==> config.mk <==
export PLATFORM = sky130hd
export DESIGN_NAME = lsu_mem_ctrl
export DESIGN_NICKNAME = d
export VERILOG_FILES = /design/src/rtl/lsu_pkg.sv /design/src/rtl/lsu_load_align.sv /design/src/rtl/lsu_mem_ctrl.sv
export SDC_FILE = /design/constraint.sdc
export NUM_CORES = 1
export LEC_CHECK = 0
export CORE_UTILIZATION = 30
export CTS_CLUSTER_SIZE = 12
export DETAILED_ROUTE_END_ITERATION = 12
export PLACE_DENSITY = 0.64
export SLEW_MARGIN = 20
export SYNTH_ARGS = -nofsm -noshare
export SYNTH_HDL_FRONTEND = slang
export SYNTH_SLANG_ARGS = --single-unit
==> constraint.sdc <==
create_clock -name clk -period 5.5 [get_ports clk]
set_clock_uncertainty 0.1 [all_clocks]
set_input_delay 1.1 -clock clk [delete_from_list [all_inputs] [get_ports clk]]
set_output_delay 1.1 -clock clk [all_outputs]
set_load 0.02 [all_outputs]
==> src/rtl/lsu_pkg.sv <==
// rtl/lsu_pkg.sv - shared types and helpers for the MEM-stage load/store unit
//
// Contents:
//   F3_*        RV32I load/store width codes
//   BE_*        write lane-mask constants
//   lsu_state_t FSM state encoding
//   f3_legal    funct3 + alignment legality check
//   store_be    store lane mask from width and address
//   store_wdata size-masked, lane-unshifted store data
package lsu_pkg;

    localparam logic [2:0] F3_B  = 3'b000;
    localparam logic [2:0] F3_H  = 3'b001;
    localparam logic [2:0] F3_W  = 3'b010;
    localparam logic [2:0] F3_BU = 3'b100;
    localparam logic [2:0] F3_HU = 3'b101;

    localparam logic [3:0] BE_NONE = 4'b0000;
    localparam logic [3:0] BE_B    = 4'b0001;
    localparam logic [3:0] BE_HLO  = 4'b0011;
    localparam logic [3:0] BE_HHI  = 4'b1100;
    localparam logic [3:0] BE_W    = 4'b1111;

    typedef enum logic [1:0] {
        IDLE    = 2'd0,
        ISSUE   = 2'd1,
        CAPTURE = 2'd2
    } lsu_state_t;

    // Unsigned widths exist only for loads; halves and words must be naturally aligned.
    function automatic logic f3_legal(input logic       is_store,
                                      input logic [2:0] f3,
                                      input logic [1:0] addr_lo);
        logic ok;
        case (f3)
            F3_B:    ok = 1'b1;
            F3_H:    ok = !addr_lo[0];
            F3_W:    ok = (addr_lo == 2'b00);
            F3_BU:   ok = !is_store;
            F3_HU:   ok = !is_store && !addr_lo[0];
            default: ok = 1'b0;
        endcase
        return ok;
    endfunction

    function automatic logic [3:0] store_be(input logic [2:0] f3,
                                            input logic [1:0] addr_lo);
        logic [3:0] be;
        case (f3)
            F3_B:    be = BE_B << addr_lo;
            F3_H:    be = addr_lo[1] ? BE_HHI : BE_HLO;
            default: be = BE_W;
        endcase
        return be;
    endfunction

    function automatic logic [31:0] store_wdata(input logic [2:0]  f3,
                                                input logic [31:0] data);
        logic [31:0] wd;
        case (f3)
            F3_B:    wd = {24'b0, data[7:0]};
            F3_H:    wd = {16'b0, data[15:0]};
            default: wd = data;
        endcase
        return wd;
    endfunction

endpackage

==> src/rtl/lsu_load_align.sv <==
// rtl/lsu_load_align.sv - load lane select and sign/zero extension
//
// Ports:
//   i_word     32  raw memory word
//   i_addr_lo  2   byte offset of the load within the word
//   i_funct3   3   load width/sign code
//   o_data     32  extended load result
module lsu_load_align
    import lsu_pkg::*;
(
    input  logic [31:0] i_word,
    input  logic [1:0]  i_addr_lo,
    input  logic [2:0]  i_funct3,
    output logic [31:0] o_data
);

    logic [7:0]  w_byte;
    logic [15:0] w_half;

    always_comb begin
        w_byte = i_word[{i_addr_lo, 3'b000} +: 8];
        w_half = i_word[{i_addr_lo[1], 4'b0000} +: 16];
        case (i_funct3)
            F3_B:    o_data = {{24{w_byte[7]}}, w_byte};
            F3_H:    o_data = {{16{w_half[15]}}, w_half};
            F3_BU:   o_data = {24'b0, w_byte};
            F3_HU:   o_data = {16'b0, w_half};
            default: o_data = i_word;
        endcase
    end

endmodule

==> src/rtl/lsu_mem_ctrl.sv <==
// rtl/lsu_mem_ctrl.sv - MEM-stage load/store initiator for a registered-read data memory
//
// Ports:
//   clk, rst_n                      clock, asynchronous active-low reset
//   i_req_valid / o_req_ready       request handshake (ready only while idle)
//   i_req_is_store, i_req_funct3    access kind and width
//   i_req_addr, i_req_wdata         byte address and store data
//   o_resp_valid, o_resp_rdata      one-cycle completion pulse, extended load data
//   o_resp_err                      misaligned / illegal funct3, no memory access made
//   o_mem_rd, o_mem_wr              one-cycle memory strobes
//   o_mem_addr, o_mem_wdata         byte address, size-masked unshifted store data
//   o_mem_byte_en                   write lane mask (zero on reads)
//   i_mem_rdata                     read word, valid the cycle after o_mem_rd
module lsu_mem_ctrl
    import lsu_pkg::*;
#(
    parameter int DATA_WIDTH = 32,
    parameter int ADDR_WIDTH = 32
) (
    input  logic                  clk,
    input  logic                  rst_n,
    input  logic                  i_req_valid,
    output logic                  o_req_ready,
    input  logic                  i_req_is_store,
    input  logic [2:0]            i_req_funct3,
    input  logic [ADDR_WIDTH-1:0] i_req_addr,
    input  logic [DATA_WIDTH-1:0] i_req_wdata,
    output logic                  o_resp_valid,
    output logic [DATA_WIDTH-1:0] o_resp_rdata,
    output logic                  o_resp_err,
    output logic                  o_mem_rd,
    output logic                  o_mem_wr,
    output logic [ADDR_WIDTH-1:0] o_mem_addr,
    output logic [DATA_WIDTH-1:0] o_mem_wdata,
    output logic [3:0]            o_mem_byte_en,
    input  logic [DATA_WIDTH-1:0] i_mem_rdata
);

    lsu_state_t            r_state;
    logic                  r_req_ready;
    logic                  r_is_store;
    logic [2:0]            r_funct3;
    logic [1:0]            r_addr_lo;
    logic                  r_resp_valid;
    logic                  r_resp_err;
    logic [DATA_WIDTH-1:0] r_resp_rdata;
    logic                  r_mem_rd;
    logic                  r_mem_wr;
    logic [ADDR_WIDTH-1:0] r_mem_addr;
    logic [DATA_WIDTH-1:0] r_mem_wdata;
    logic [3:0]            r_mem_byte_en;

    logic                  w_accept;
    logic                  w_legal;
    logic [DATA_WIDTH-1:0] w_load_data;

    // r_req_ready mirrors "state is IDLE" but stays low while reset is asserted.
    assign w_accept = i_req_valid && r_req_ready;
    assign w_legal  = f3_legal(i_req_is_store, i_req_funct3, i_req_addr[1:0]);

    lsu_load_align u_align (
        .i_word    (i_mem_rdata),
        .i_addr_lo (r_addr_lo),
        .i_funct3  (r_funct3),
        .o_data    (w_load_data)
    );

    always_ff @(posedge clk or negedge rst_n) begin
        if (!rst_n) begin
            r_state       <= IDLE;
            r_req_ready   <= 1'b0;
            r_is_store    <= 1'b0;
            r_funct3      <= 3'b0;
            r_addr_lo     <= 2'b0;
            r_resp_valid  <= 1'b0;
            r_resp_err    <= 1'b0;
            r_resp_rdata  <= '0;
            r_mem_rd      <= 1'b0;
            r_mem_wr      <= 1'b0;
            r_mem_addr    <= '0;
            r_mem_wdata   <= '0;
            r_mem_byte_en <= BE_NONE;
        end else begin
            // Pulses default low; each state re-asserts what it needs.
            r_resp_valid <= 1'b0;
            r_resp_err   <= 1'b0;
            r_mem_rd     <= 1'b0;
            r_mem_wr     <= 1'b0;
            case (r_state)
                IDLE: begin
                    r_req_ready <= 1'b1;
                    if (w_accept) begin
                        if (!w_legal) begin
                            // Rejected without touching memory; unit stays idle.
                            r_resp_valid <= 1'b1;
                            r_resp_err   <= 1'b1;
                            r_resp_rdata <= '0;
                        end else begin
                            r_state       <= ISSUE;
                            r_req_ready   <= 1'b0;
                            r_is_store    <= i_req_is_store;
                            r_funct3      <= i_req_funct3;
                            r_addr_lo     <= i_req_addr[1:0];
                            r_mem_rd      <= !i_req_is_store;
                            r_mem_wr      <= i_req_is_store;
                            r_mem_addr    <= i_req_addr;
                            r_mem_wdata   <= i_req_is_store ? store_wdata(i_req_funct3, i_req_wdata) : '0;
                            r_mem_byte_en <= i_req_is_store ? store_be(i_req_funct3, i_req_addr[1:0]) : BE_NONE;
                        end
                    end
                end
                ISSUE: begin
                    if (r_is_store) begin
                        r_resp_valid <= 1'b1;
                        r_resp_rdata <= '0;
                        r_req_ready  <= 1'b1;
                        r_state      <= IDLE;
                    end else begin
                        // Memory registers the word on this edge; sample it next edge.
                        r_state <= CAPTURE;
                    end
                end
                CAPTURE: begin
                    r_resp_valid <= 1'b1;
                    r_resp_rdata <= w_load_data;
                    r_req_ready  <= 1'b1;
                    r_state      <= IDLE;
                end
                default: begin
                    r_state     <= IDLE;
                    r_req_ready <= 1'b1;
                end
            endcase
        end
    end

    assign o_req_ready   = r_req_ready;
    assign o_resp_valid  = r_resp_valid;
    assign o_resp_rdata  = r_resp_rdata;
    assign o_resp_err    = r_resp_err;
    assign o_mem_rd      = r_mem_rd;
    assign o_mem_wr      = r_mem_wr;
    assign o_mem_addr    = r_mem_addr;
    assign o_mem_wdata   = r_mem_wdata;
    assign o_mem_byte_en = r_mem_byte_en;

endmodule

### Word level (Yosys, flattened, before mapping)

Index checks and enable logic that the tools add are counted.

| storage, ports and cells | value |
|---|---|
| register bits | 113 |
| input bits | 103 |
| output and inout port bits | 105 |
| logic and storage cells | 70 |

| operators by class | value |
|---|---|
| eq/ne operators | 13 |
| shifts and indexed selects | 3 |
| muxes and demuxes | 29 |
| reduce and logical (&&, ||, !) cells | 12 |

Operators with widths:

| cell | number |
|---|---|
| $mux W32 | 4 |
| $pmux W32 S4 | 1 |
| $pmux W32 S3 | 1 |
| $pmux W32 S2 | 1 |
| $shiftx A32 B6 Y16 | 1 |
| $shiftx A32 B6 Y8 | 1 |
| $eq A3 B3 Y1 const B | 4 |
| $mux W1 | 12 |
| $mux W4 | 2 |
| $ne A2 B2 Y1 const B | 4 |
| $pmux W4 S2 | 1 |
| $eq A3 B1 Y1 const B | 2 |
| $logic_not A3 Y1 | 2 |
| $mux W2 | 3 |
| $pmux W1 S5 | 1 |
| $logic_not A2 Y1 | 2 |
| $pmux W2 S2 | 1 |
| $reduce_and A4 Y1 | 1 |
| $shl A1 B2 Y4 const A | 1 |
| $eq A3 B2 Y1 const B | 1 |
| $pmux W1 S3 | 1 |
| $reduce_and A3 Y1 | 1 |
| $reduce_bool A3 Y1 | 1 |
| $eq A2 B1 Y1 const B | 1 |
| other kinds (5) | 7 |

### Depth between registers and ports, before layout

| logic depth | value |
|---|---|
| depth in word-level cells | 6 |
| mapped depth | 8 |
| gate-level depth less buffers | 6 |

### By module

From an unflattened synthesis, not the netlist that was laid out.

| second synthesis, totals | value |
|---|---|
| cell total of the unflattened synthesis | 528 |
| area total of the unflattened synthesis | 5375.2 µm² |

Modules (own cells, without submodules):

| module | times used | cells each | area each (µm²) | sequential area each (µm²) |
|---|---|---|---|---|
| lsu_mem_ctrl | 1 | 410 | 4580.6 | 2777.7 |
| lsu_load_align | 1 | 118 | 794.5 | 0.0 |

### Worst setup path before layout

OpenSTA, ideal clock, no wires.

| path | value |
|---|---|
| path type | input port to flip-flop |
| from | input i_req_addr[0] |
| to | register r_resp_rdata[2], in the netlist o_resp_rdata[2] |
| library setup time | 0.125 ns |
| data arrival time | 2.455 ns |
| required time | 5.275 ns |
| slack | 2.820 ns |
| stages | 6 |
| buffers on the path | 2 |
| cell sequence | nor4_2 > o32a_4 > or2_1 > buf_2 > buf_6 > mux2_4 |

| on the way | value |
|---|---|
| longest elaborated chain between the ends | 5 |
| elaborated cells on any way between the ends | 6 |
| those cells by class | eq/ne: 1; mux: 1; reduce/logical: 4 |

Ends and longest elaborated chain:

| what | line | RTL |
|---|---|---|
| from (decl) | lsu_mem_ctrl.sv:26 | `input logic [ADDR_WIDTH-1:0] i_req_addr,` |
| $logic_not A1 Y1 | lsu_pkg.sv:37, lsu_pkg.sv:40 |  |
| $logic_and A1 B1 Y1 | lsu_pkg.sv:40 | `F3_HU: ok = !is_store && !addr_lo[0];` |
| $pmux W1 S5 * | lsu_pkg.sv:35 | `case (f3)` |
| $ne A2 B2 Y1 (no line) * | -- |  |
| $reduce_and A4 Y1 (no line) * | -- |  |
| to (signal assigned) | lsu_mem_ctrl.sv:125 | `r_resp_rdata <= w_load_data;` |
| to (decl) | lsu_mem_ctrl.sv:46 | `logic [DATA_WIDTH-1:0] r_resp_rdata;` |

Mark *: on every way between the ends. The rest lies on a longest branch, timed or not.
A chain may end at the register's enable or synchronous reset.

### Worst setup path in the final report

| path | value |
|---|---|
| from | input i_req_addr[0] |
| to | register r_resp_rdata[1], in the netlist o_resp_rdata[1] |

The elaborated chain is that of the path after synthesis.

==> metrics.md <==
| Metric | Value |
|---|---|
| Outcome | `complete, no violations` |
| Hold/Removal Path Class | `reg -> reg` |
| Root buf cell | `clkbuf_16` |
| Syn_nets | `529` |
| P&R area growth vs syn | `52.74%` |
| PortBufs | `207` |
| Worst path bufs/invs | `2` |
| CP Launch Type | `primary input` |
| Worst endpoint required time | `5.64 ns` |
| DRC Markers | `0` |
| Critical-path top delay cell | `nor4_2` |
| Number of synthesized flops with an enable pin | `0` |
| H-tree depth | `3` |
| Syn_area_per_cell | `11.69 sq um` |
| Die Area | `0.01696 sq mm` |
| Peak Freq | `0.2665 GHz` |
| Remaining Overflow, GRT | `0` |
| First-pass GRT wire length | `22.86 mm` |
| Final hold violation count | `0` |
| CTS buffer count | `9` |
| Die Y | `130.2 um` |
| # diodes | `0` |
| Top_reg_cell synth | `dfrtp_1` |
| Layout cell share with drive strength beyond 1 | `11.59%` |
| Post-DR wirelength/cell | `17.72 um` |
| Minimum clock period | `3.752 ns` |
| Starting density of the core | `30.94%` |
| Mapped Area | `0.004932 sq mm` |
| FP Rows | `46` |
| Worst-path clk slew | `0.08 ns` |
| CORE AREA | `0.01594 sq mm` |
| Post-DP HPWL | `10.62 mm` |
| Synth unique cells | `41` |
| Crit. End Element | `flop` |
| Post-Synthesis Cells | `422` |
| Maxcap violations | `0` |
| Max Root-Sink Buffers | `2` |
| PwrDens | `581.3 mW/mm^2` |
| Largest net degree at the start of global routing | `91` |
| VDD IR max | `271.3 uV` |
| Seq/Total Area, Yosys | `56.32%` |
| Die X-Extent | `130.2 um` |
| Crit path DAT | `3.89 ns` |
| Number of synthesized register bits | `111` |
| Io pins | `208` |
| Initial antenna violation count | `0` |
| Final Max Slew Viols | `0` |
| NumNets Final | `723` |
| CTS tree | `yes` |
| Slew headroom | `24.88%` |
| Post_cts resized | `0` |
| Gpl congestion | `0.8904` |
| Post-CTS setup buffers | `0` |
| Vias in the first global route | `4358` |
| Setup CP Type | `in -> reg` |
| Critical Path Fanout Max | `27` |
| Multi-input gate area | `0.001981 sq mm` |
| Detail Route Antenna Nets | `0` |
| Leak pwr | `3.149 nW` |
| Drt first pass iters | `4` |
| CTS sink cnt | `111` |
| Finish-stage setup viols | `0` |
| Worst path top cell family by delay | `simple AND/OR/NAND/NOR gates` |
| Fillers | `1468` |
| Register area | `0.002778 sq mm` |
| Vias | `4233` |
| RSZ-0062 raised after global routing | `false` |
| Fin Setup TNS | `0 ns` |
| Peak per-stage delay on the critical path | `0.60 ns` |
| CTS Hold Bufs | `0` |
| Total Routed Length | `14.83 mm` |
| Initial DRC count | `366` |
| Asr flop ratio synth | `100.0%` |
| Synth Warn # | `0` |
| WHS | `0.3914 ns` |
| Post-DR vias/cell | `5.057` |
| Crit-path cells | `clkdlybuf4s50_1 -> nor4_2 -> o32a_4 -> or2_1 -> buf_4 -> mux2_1` |
| Clk_lat worst skew | `0.34 ns` |
| Worst-Margin Slew | `1.123 ns` |
| Fin crit share | `68.22%` |
| All-Layer GR Usage | `17.71%` |
==> tightest hold or removal path, stage by stage, from the launching register on <==
cell and delay, ns:
dfrtp_1 0.34, nand2_1 0.04, o21ai_0 0.07
==> cells by family (layout without fill, tap and decap cells) <==
logic type,Yosys count,in the layout,share of synthesized area [%]
adder cells (fa/ha/maj),4,4,1.015
multiplexers,51,51,11.72
AO/OA/AOI/OAI,145,145,20.83
AND/OR/NAND/NOR,70,70,6.444
flip-flops,111,111,56.32
buffers and inverters,41,240,3.678
==> final cells by class <==
cell class / count / share of cell area, %
repair buffers: 214 / 28.17
multi-input cells: 270 / 26.29
well taps: 216 / 3.587
flip-flops and latches: 111 / 36.87
clock inverters: 7 / 1.594
inverters: 10 / 0.4983
clock buffers: 9 / 2.990
==> report_power, final <==
group,switching [W],internal [W],leakage (nW)
combinational,0.00113,0.00106,1.55
sequential,0.000253,0.00118,1.43
clock,0.000306,0.000447,0.166
==> metrics by stage <==
stage          setup WS, ns  area [sq um]  cells  total power [W]  utilization (%)
2_1_floorplan         2.820          4932    422         0.002627                -
3_3_place_gp          1.522          7188    821         0.003602            45.09
3_5_place_dp          1.394          7188    821         0.003640            45.09
4_1_cts               1.767          7533    837         0.004418            47.25
5_1_grt               1.549          7533    837         0.004630            47.25
6_report              1.748          7533    837         0.004379            47.25
==> path summary, 6_finish.rpt <==
kind | startpoint | slack [ns] | endpoint | cells past startpoint
setup / recovery | i_req_addr[0] | 1.75 | o_resp_rdata[1] | 6
hold / removal | o_mem_byte_en[2] | 0.39 | o_mem_byte_en[2] | 2
setup reg to reg | r_state[1] | 2.75 | o_resp_rdata[1] | 7
hold reg to reg | o_mem_byte_en[2] | 0.39 | o_mem_byte_en[2] | 2
max in group asynchronous | rst_n | 3.42 | o_mem_wdata[4] | 2
min in group asynchronous | rst_n | 0.77 | o_mem_addr[8] | 1
==> registers in the layout, indices dropped and copies added, names as in the netlist, 2 cells and up <==
signal and flops:
o_mem_addr 31, r_funct3 3, o_resp_rdata 32, o_mem_wdata 32
r_state 2, o_mem_byte_en 4
==> cells in the final DEF, fill, tap and decap left out, types with 2 or more instances in the layout <==
master,n
a21o_1,2
bufinv_16,3
clkbuf_16,9
nor2b_1,4
o21ai_0,54
mux2_2,36
nand2b_1,3
nand2_1,30
inv_1,9
or2_2,2
mux2i_1,9
mux2_4,4
a221oi_1,14
a21oi_1,3
a211oi_1,2
nor2_1,22
clkdlybuf4s50_1,206
mux2_1,2
buf_4,8
ha_1,4
o22ai_1,7
o31ai_1,26
dfrtp_1,111
a32o_1,8
a22o_1,23
==> synth_stat cells (all sizes together), types with 3 or more instances <==
master / count / area (sq um)
a21oi: 3 / 15.01
a221oi: 15 / 137.6
a22o: 23 / 201.4
a32o: 8 / 80.08
buf: 8 / 57.55
clkbuf: 23 / 86.33
dfrtp: 111 / 2778
ha: 4 / 50.05
inv: 9 / 33.78
mux2: 42 / 488.0
mux2i: 9 / 90.09
nand2: 30 / 112.6
nand2b: 3 / 18.77
nor2: 23 / 88.84
nor2b: 4 / 25.02
o21ai: 56 / 284.0
o22ai: 7 / 43.79
o31ai: 26 / 195.2
or2: 3 / 18.77
==> routing by layer <==
metal  up-vias  wire, um  track usage [%]
met4         0       263            7.182
met1      2049      6173            21.91
met2       223      7010            29.01
li1       1941         -                -
met5         -         0                0
met3        20      1382            5.084
Note: power is estimated with default switching activity, not from simulation.
